==> config.mk <==
export PLATFORM = sky130hd
export DESIGN_NAME = uart_tx_arbiter_flat
export DESIGN_NICKNAME = d
export VERILOG_FILES = /design/src/rtl/uart_tx_arbiter_if.sv /design/src/rtl/uart_tx_arbiter.sv /design/src/flat_wrapper.sv
export SDC_FILE = /design/constraint.sdc
export NUM_CORES = 1
export LEC_CHECK = 0
export CORE_MARGIN = 1.5
export CORE_UTILIZATION = 30
export DETAILED_ROUTE_END_ITERATION = 16
export PLACE_DENSITY = 0.64
export SYNTH_ARGS = -nofsm -noshare
export SYNTH_HDL_FRONTEND = slang
export SYNTH_SLANG_ARGS = --single-unit
==> constraint.sdc <==
create_clock -name Clock_100MHz -period 2.09 [get_ports Clock_100MHz]
set_input_delay 0.418 -clock Clock_100MHz [delete_from_list [all_inputs] [get_ports Clock_100MHz]]
set_output_delay 0.418 -clock Clock_100MHz [all_outputs]
set_load 0.1 [all_outputs]
==> src/rtl/uart_tx_arbiter_if.sv <==
// Request/transmit bundle between the byte sources and the shared UART transmitter.
// The arbiter connects through the slave modport; requesters and the bench use master.
interface uart_tx_arbiter_if #(
   parameter int N_REQ = 4
);

   logic [N_REQ-1:0]   req_valid;
   logic [8*N_REQ-1:0] req_data;
   logic [N_REQ-1:0]   req_ready;
   logic               tx_serial;
   logic               busy;
   logic [2:0]         grant_id;

   modport master (
      output req_valid,
      output req_data,
      input  req_ready,
      input  tx_serial,
      input  busy,
      input  grant_id
   );

   modport slave (
      input  req_valid,
      input  req_data,
      output req_ready,
      output tx_serial,
      output busy,
      output grant_id
   );

endinterface

==> src/rtl/uart_tx_arbiter.sv <==
// Round-robin arbiter that takes one byte per grant and serializes it as an 8N1 frame
// on a single UART line, dividing the system clock down to the bit rate internally.
module uart_tx_arbiter #(
   parameter int CLKS_PER_BIT = 10417,
   parameter int N_REQ        = 4
) (
   input logic              Clock_100MHz,
   input logic              Reset,
   uart_tx_arbiter_if.slave bus
);

   localparam int               CNT_W    = (CLKS_PER_BIT > 1) ? $clog2(CLKS_PER_BIT) : 1;
   localparam logic [CNT_W-1:0] CNT_LAST = CNT_W'(CLKS_PER_BIT - 1);

   typedef enum logic [1:0] {IDLE, START, DATA, STOP} state_t;

   state_t           state, state_next;
   logic [CNT_W-1:0] bit_cnt, bit_cnt_next;
   logic [2:0]       bit_idx, bit_idx_next;
   logic [7:0]       shift_reg, shift_next;
   logic [2:0]       rr_ptr, rr_ptr_next;
   logic [2:0]       grant_id, grant_id_next;
   logic             tx_reg, tx_next;

   logic             win_found;
   logic [2:0]       win_idx;
   logic [N_REQ-1:0] win_onehot;
   logic [7:0]       win_byte;
   logic             bit_done;

   assign bit_done = (bit_cnt == CNT_LAST);

   // Two passes give wrap-around priority: first the indices above the pointer, then the rest.
   always_comb begin
      win_found  = 1'b0;
      win_idx    = '0;
      win_onehot = '0;
      win_byte   = '0;
      for (int i = 0; i < N_REQ; i++) begin
         if (!win_found && (i > int'(rr_ptr)) && bus.req_valid[i]) begin
            win_found     = 1'b1;
            win_idx       = 3'(i);
            win_onehot[i] = 1'b1;
            win_byte      = bus.req_data[8*i +: 8];
         end
      end
      for (int i = 0; i < N_REQ; i++) begin
         if (!win_found && (i <= int'(rr_ptr)) && bus.req_valid[i]) begin
            win_found     = 1'b1;
            win_idx       = 3'(i);
            win_onehot[i] = 1'b1;
            win_byte      = bus.req_data[8*i +: 8];
         end
      end
   end

   always_comb begin
      state_next    = state;
      bit_cnt_next  = bit_cnt;
      bit_idx_next  = bit_idx;
      shift_next    = shift_reg;
      rr_ptr_next   = rr_ptr;
      grant_id_next = grant_id;
      tx_next       = tx_reg;
      case (state)
         IDLE: begin
            bit_cnt_next = '0;
            tx_next      = 1'b1;
            if (win_found) begin
               state_next    = START;
               shift_next    = win_byte;
               grant_id_next = win_idx;
               rr_ptr_next   = win_idx;
               bit_idx_next  = '0;
               tx_next       = 1'b0;
            end
         end
         START: begin
            if (bit_done) begin
               bit_cnt_next = '0;
               state_next   = DATA;
               tx_next      = shift_reg[0];
            end else begin
               bit_cnt_next = bit_cnt + CNT_W'(1);
            end
         end
         DATA: begin
            if (bit_done) begin
               bit_cnt_next = '0;
               if (bit_idx == 3'd7) begin
                  state_next = STOP;
                  tx_next    = 1'b1;
               end else begin
                  bit_idx_next = bit_idx + 3'd1;
                  shift_next   = {1'b0, shift_reg[7:1]};
                  tx_next      = shift_reg[1];
               end
            end else begin
               bit_cnt_next = bit_cnt + CNT_W'(1);
            end
         end
         STOP: begin
            if (bit_done) begin
               bit_cnt_next = '0;
               state_next   = IDLE;
               tx_next      = 1'b1;
            end else begin
               bit_cnt_next = bit_cnt + CNT_W'(1);
            end
         end
         default: state_next = IDLE;
      endcase
   end

   always_ff @(posedge Clock_100MHz or posedge Reset) begin
      if (Reset) begin
         state     <= IDLE;
         bit_cnt   <= '0;
         bit_idx   <= '0;
         shift_reg <= '0;
         rr_ptr    <= 3'(N_REQ - 1);
         grant_id  <= '0;
         tx_reg    <= 1'b1;
      end else begin
         state     <= state_next;
         bit_cnt   <= bit_cnt_next;
         bit_idx   <= bit_idx_next;
         shift_reg <= shift_next;
         rr_ptr    <= rr_ptr_next;
         grant_id  <= grant_id_next;
         tx_reg    <= tx_next;
      end
   end

   // The accept pulse is combinational, so it is gated by reset to stay low while reset is held.
   assign bus.req_ready = (state == IDLE && !Reset) ? win_onehot : '0;
   assign bus.busy      = (state != IDLE);
   assign bus.tx_serial = tx_reg;
   assign bus.grant_id  = grant_id;

endmodule

==> src/flat_wrapper.sv <==
// flat-port wrapper written by rule: the top's interface ports become plain ports
module uart_tx_arbiter_flat 
#(
   parameter int CLKS_PER_BIT = 10417,
   parameter int N_REQ        = 4
)
  (Clock_100MHz, Reset, bus_req_valid, bus_req_data, bus_req_ready, bus_tx_serial, bus_busy, bus_grant_id);
  uart_tx_arbiter_if #(.N_REQ(N_REQ)) bus_i ();
  input logic Clock_100MHz;
  input logic Reset;
  input wire logic [$bits(bus_i.req_valid)-1:0] bus_req_valid;
  input wire logic [$bits(bus_i.req_data)-1:0] bus_req_data;
  output wire logic [$bits(bus_i.req_ready)-1:0] bus_req_ready;
  output wire logic [$bits(bus_i.tx_serial)-1:0] bus_tx_serial;
  output wire logic [$bits(bus_i.busy)-1:0] bus_busy;
  output wire logic [$bits(bus_i.grant_id)-1:0] bus_grant_id;
  assign bus_i.req_valid = bus_req_valid;
  assign bus_i.req_data = bus_req_data;
  assign bus_req_ready = bus_i.req_ready;
  assign bus_tx_serial = bus_i.tx_serial;
  assign bus_busy = bus_i.busy;
  assign bus_grant_id = bus_i.grant_id;
  uart_tx_arbiter #(.CLKS_PER_BIT(CLKS_PER_BIT), .N_REQ(N_REQ)) u_core (.Clock_100MHz(Clock_100MHz), .Reset(Reset), .bus(bus_i));
endmodule
# Word level (Yosys, flattened, before mapping)
# Index checks and enable logic that the tools add are counted.
# totals
output_inout_bits	9
wordCells	104
regBits	34
# classes
eq_ne	11
n_addsub	2
n_lt_le_gt_ge	6
n_reduce_logical	28
mux	50
# op_table
cell	n
$mux 8	10
$pmux 14 s2	1
$mux 3	9
$mux 1	19
$pmux 8 s2	1
$add 14x1->14 const B	1
$eq 14x14->1 const B	1
$mux 14	1
$logic_and 1x1->1	13
$mux 2	5
$ne 2x1->1 const B	5
$pmux 2 s4	1
$logic_not 1->1	7
$gt 2x3->1 const A	2
$le 2x3->1 const A	2
$pmux 3 s2	1
$reduce_and 5->1	1
$eq 2x2->1 const B	2
$mux 4	1
$pmux 1 s4	1
$reduce_and 4->1	1
$reduce_bool 2->1	2
$add 3x1->3 const B	1
$eq 3x3->1 const B	1
8 further kinds	8

# Logic depth before layout (Yosys ltp)
# depth
ltp_word	28
ltp_mapped	9

# Least setup slack after synthesis
# OpenSTA, ideal clock, no wires.
# synth_path
path_type	in2out
from	input port Reset
to	output port bus_req_ready[2]
path_stages	3
t_arrival_ps	3404
slack_ps	-1732
cell_sequence	inv_1 -> nand2_1 -> nor3_1
# synth_between
elab_chain_cells	3
# synth_lines
item	line_no	text
from (decl)	flat_wrapper.sv:10	input logic Reset;
$logic_not 1->1 (no line)	--	
$logic_and 1x1->1	uart_tx_arbiter.sv:136	assign bus.req_ready = (state == IDLE && !Reset) ? win_onehot : '0;
$mux 4	uart_tx_arbiter.sv:136	
to (decl)	flat_wrapper.sv:13	output wire logic [$bits(bus_i.req_ready)-1:0] bus_req_ready;
# Every way passes these cells.

# Final worst setup path
# layout_path
from	register u_core.rr_ptr[1]
to	output port bus_req_ready[3]
# layout_between
elab_chain_cells	27
word_cells_on_any_way	33
classes_between	6 x order compare; 9 x mux; 18 x reduce/logical
# layout_lines
item	line_no	text
from (decl)	uart_tx_arbiter.sv:21	logic [2:0] rr_ptr, rr_ptr_next;
from (signal assigned)	uart_tx_arbiter.sv:121	rr_ptr <= 3'(N_REQ - 1);
from (signal assigned)	uart_tx_arbiter.sv:129	rr_ptr <= rr_ptr_next;
$gt 1x3->1	uart_tx_arbiter.sv:40	if (!win_found && (i > int'(rr_ptr)) && bus.req_valid[i]) begin
$logic_and 1x1->1	uart_tx_arbiter.sv:40	
$mux 1	uart_tx_arbiter.sv:40	
$logic_not 1->1	uart_tx_arbiter.sv:40	
$logic_and 1x1->1 (2 in a row)	uart_tx_arbiter.sv:40	
$mux 1	uart_tx_arbiter.sv:40	
$logic_not 1->1	uart_tx_arbiter.sv:40	
$logic_and 1x1->1 (2 in a row)	uart_tx_arbiter.sv:40	
[... 7 more ...]	--	
$mux 1	uart_tx_arbiter.sv:48	if (!win_found && (i <= int'(rr_ptr)) && bus.req_valid[i]) begin
$logic_not 1->1	uart_tx_arbiter.sv:48	
$logic_and 1x1->1 (2 in a row)	uart_tx_arbiter.sv:48	
$mux 1	uart_tx_arbiter.sv:48	
$logic_not 1->1	uart_tx_arbiter.sv:48	
$logic_and 1x1->1 (2 in a row)	uart_tx_arbiter.sv:48	
$mux 1 *	uart_tx_arbiter.sv:48	
$mux 4 *	uart_tx_arbiter.sv:136	
# Every way passes the cells marked *; elsewhere a longest branch is shown, timed or not.

==> summary.md <==
| Metric | Value |
|---|---|
| Syn_nets | 328 |
| Width of the die | between 90 and 100 um |
| Fraction of final layout cells with drive strength greater than 1 | 35.0% |
| Area delta synth->final | 58.5% |
| Final Worst Setup Slack | -0.0124 ns |
| Standby leakage power | 1.65 nW |
| Clk Tree Root Cell | sky130_fd_sc_hd__clkbuf_8 |
| Weighted congestion at the end of routability-driven global placement | roughly 0.9 |
| Worst Max-Slew Pin Slew | 0.532 ns |
| Vias per cell | 5.17 |
| Post-layout utilization of the core | 48.4% |
| Number of warnings printed during yosys synthesis | 0 |
| DIE AREA | 8330 um2 |
| Clock tree skew after final layout | 0.0120 ns |
| Main flop type after synthesis | sky130_fd_sc_hd__dfrtp_1 |
| Worst stage delay on the critical path | just over 0.6 ns |
| Layout fillers | 710 |
| HPWL after detailed placement | 5510 um |
| Max-capacitance violation count | 0 |
| Standard-cell rows | 32 |
| Slowest cell on crit path | sky130_fd_sc_hd__dfstp_2 |
| Maximum operating frequency | 476 MHz |
| Clock tree from TritonCTS | yes |
| Antenna violations before repair | 0 |
| Total setup violations reported at the end of the flow | 1 |
| Most frequent cells in the layout | sky130_fd_sc_hd__buf_4, sky130_fd_sc_hd__clkdlybuf4s50_1, sky130_fd_sc_hd__nand2_1 |
| Max clock buf depth | 2 |
| Post-route total power | 1.34 mW |
| Routing usage on met3 | between 3 and 4% |
| Vertical die dimension | 91.3 um |
| Antenna Diode Count | 0 |
| Most common cell after layout, fill and taps aside | sky130_fd_sc_hd__buf_4 |
| Nature of the critical path startpoint | flip-flop |
| Worst hold path type | flip-flop to flip-flop |
| Met2 GRT Util | 30.4% |
| RSZ-0062 raised after global routing | true |
| Count of endpoints failing hold in the final timing report | 0 |
| Clock sink total | 32 |
| Ys async rst share | 100% |
| Period minus WS final | 2.10 ns |
| Inserted Clock Buffers | 5 |
| Number of slew-limit violations in the final report | 0 |
| Overall routing resource usage | 18.3% |
| Area of the multi-input gates | 1570 um2 |
| Final non-filler cell total | 491 |
| Placed instance count | 460 |
| Avg Synthesized Cell Area | 8.29 um2 |
| Gate family responsible for the most delay along the worst path | flip-flops |
| Violations in the final reports | negative setup slack |
| Clock latency on the worst-skew pair | 0.28 ns |
| DR iter-0 viols | 90 |
| Number of vias after detailed routing | about 2500 |
| GR peak layer | met2 |
| Number of instances in the synthesized netlist | 282 |
| Starting density of the core | a little under a third |
| Post-DRT Antenna Nets | 0 |
| Count of flip-flops with a built-in enable after synthesis | 0 |
| Max-slew headroom | roughly 65% |
| Power density over the cells | 361 nW/um2 |
| Clock-pin slew reported for the worst setup and hold paths after clock tree synthesis | 0.06 ns |
| Worst endpoint data arrival time | 1.68 ns |
| Avg WL per Cell | roughly 16 um |
| I/O pin total | 47 |
| Total Nets Final | 434 |
| Register area share after synthesis | 34.4% |
| Kind of critical path | flip-flop to output port |
| Worst Setup End Kind | output port |
| Tcrit/Tclk final | 101% |
| Minimum setup slack after placement | -0.428 ns |
| Unique masters post-synth | 54 |
| Maximum number of pins on one net before global-route repair | 33 |
| DRC | 0 |
| Netlist area before placement | 2340 um2 |
| Critical path cell sequence | buf_8 > nand4_1 > o21ai_2 > nor2b_4 > buf_12 |
| CP bufs+invs | 2 |
| Grt ovf | 0 |
| Area of all sequential standard cells | 805 um2 |
| Synth Register Bits | 32 |
| Count of buffers from port buffering | between 40 and 50 |
| Global-route wire length before repair | 12200 um |
| Critical path required time | 1.67 ns |
| Final wirelength | between 7000 and 8000 um |
| Met1 GRT Util | 23.6% |
| CP Max Fanout | 10 |
| Vias in the first global route | 2517 |
| Hold-fix buffers at CTS | 0 |
| Outcome | complete, but fails checks |
| Flip-flop count of the largest register after layout | 14 |
| Peak supply drop | ~0.44 mV |
| First-pass DRT Iterations | 4 |
| Number of H-tree levels | 2 |
| Placeable core area | about 7600 um2 |
| Final hold slack | 0.488 ns |
==> worst reg2reg max path: cells and delay by family, from the launching register on <==
kind	cells	cell delay [ns]
and+or+nand+nor	3	0.35
AOI/OAI and AO/OA	2	0.29
buffers and inverters	5	0.62
DFF	1	0.61
==> synth_stat cells (2+ instances only) <==
| master | n | area (um2) |
|---|---|---|
| sky130_fd_sc_hd__nand2_1 | 35 | 131 |
| sky130_fd_sc_hd__dfrtp_1 | 29 | 726 |
| sky130_fd_sc_hd__nor2_1 | 29 | 109 |
| sky130_fd_sc_hd__clkbuf_1 | 14 | 52.6 |
| sky130_fd_sc_hd__inv_1 | 14 | 52.6 |
| sky130_fd_sc_hd__nand3_1 | 13 | 65.1 |
| sky130_fd_sc_hd__o21ai_0 | 13 | 65.1 |
| sky130_fd_sc_hd__a21oi_1 | 8 | 40.0 |
| sky130_fd_sc_hd__a31oi_1 | 8 | 50.1 |
| sky130_fd_sc_hd__ha_1 | 8 | 100 |
| sky130_fd_sc_hd__o22ai_1 | 7 | 43.8 |
| sky130_fd_sc_hd__a2111oi_0 | 6 | 52.6 |
| sky130_fd_sc_hd__and3b_1 | 6 | 52.6 |
| sky130_fd_sc_hd__nand4_1 | 6 | 37.5 |
| sky130_fd_sc_hd__o221a_2 | 6 | 67.6 |
| sky130_fd_sc_hd__o221ai_1 | 6 | 52.6 |
| sky130_fd_sc_hd__xnor2_1 | 6 | 52.6 |
| sky130_fd_sc_hd__xor2_1 | 6 | 52.6 |
| sky130_fd_sc_hd__nor2b_1 | 5 | 31.3 |
| sky130_fd_sc_hd__nand2b_1 | 4 | 25.0 |
| sky130_fd_sc_hd__nor3_1 | 4 | 20.0 |
| sky130_fd_sc_hd__dfstp_2 | 3 | 78.8 |
| sky130_fd_sc_hd__nor3b_1 | 3 | 22.5 |
| sky130_fd_sc_hd__o31ai_1 | 3 | 22.5 |
| sky130_fd_sc_hd__or2_2 | 3 | 18.8 |
| sky130_fd_sc_hd__a22oi_1 | 2 | 15.0 |
| sky130_fd_sc_hd__and2_1 | 2 | 12.5 |
| sky130_fd_sc_hd__and3_1 | 2 | 12.5 |
| sky130_fd_sc_hd__mux2i_1 | 2 | 20.0 |
| sky130_fd_sc_hd__nand3b_1 | 2 | 15.0 |
| sky130_fd_sc_hd__o21ai_1 | 2 | 10.0 |
| sky130_fd_sc_hd__o21bai_1 | 2 | 15.0 |
| sky130_fd_sc_hd__or3_1 | 2 | 12.5 |
==> layout make-up <==
cell class / instances / share of cell area, %
inverter: 14 / 1.52
multi-input combinational: 219 / 42.5
sequential: 32 / 21.7
clock inverter: 3 / 0.507
clock buffer: 5 / 1.86
tap: 102 / 3.44
timing repair buffer: 116 / 28.5
==> worst paths after layout <==
check	start	endpoint	slack (ns)	cells past startpoint
max	u_core.rr_ptr[1]	bus_req_ready[3]	-0.01	5
min	u_core.bus.grant_id[0]	u_core.bus.grant_id[0]	0.49	2
max reg2reg	u_core.rr_ptr[1]	u_core.bus.grant_id[0]	0.10	10
min reg2reg	u_core.bus.grant_id[0]	u_core.bus.grant_id[0]	0.49	2
max in group asynchronous	Reset	u_core.rr_ptr[1]	1.09	3
min in group asynchronous	Reset	u_core.bit_cnt[2]	0.65	3
==> per-stage QoR <==
| step | instance area, um2 | setup TNS (ns) |
|---|---|---|
| 2_1_floorplan | 2440 | -0.216 |
| 3_3_place_gp | 3340 | -3.53 |
| 3_5_place_dp | 3340 | -3.94 |
| 4_1_cts | 3560 | 0 |
| 5_1_grt | 3700 | -0.199 |
| 6_report | 3700 | -0.0124 |
==> layer usage <==
| layer | vias up | part of all wire (%) |
|---|---|---|
| met3 | 15 | 5.4 |
| met5 | - | 0 |
| li1 | 1231 | - |
| met2 | 81 | 48 |
| met1 | 1213 | 45 |
| met4 | 0 | 1.7 |
==> report_power, final <==
group          switching [mW]  total [mW]  internal [mW]
clock network           0.227       0.459          0.231
registers                   0       0.619          0.619
logic                   0.123       0.261          0.138
==> repair_timing <==
item / in CTS / in global routing
pin swaps: 6 / 4
setup endpoints to repair: 9 / 9
resized for setup: 22 / 16
setup buffers: 9 / 15
==> cell families after synthesis <==
family	share of synthesized area, %
other	0.160
adder cells (fa/ha/maj)	4.28
AO/OA/AOI/OAI	23.0
flip-flops	34.4
buffers and inverters	5.19
AND/OR/NAND/NOR	27.1
multiplexers	1.34
XOR/XNOR	4.50
Note: power is estimated with default switching activity, not from simulation.
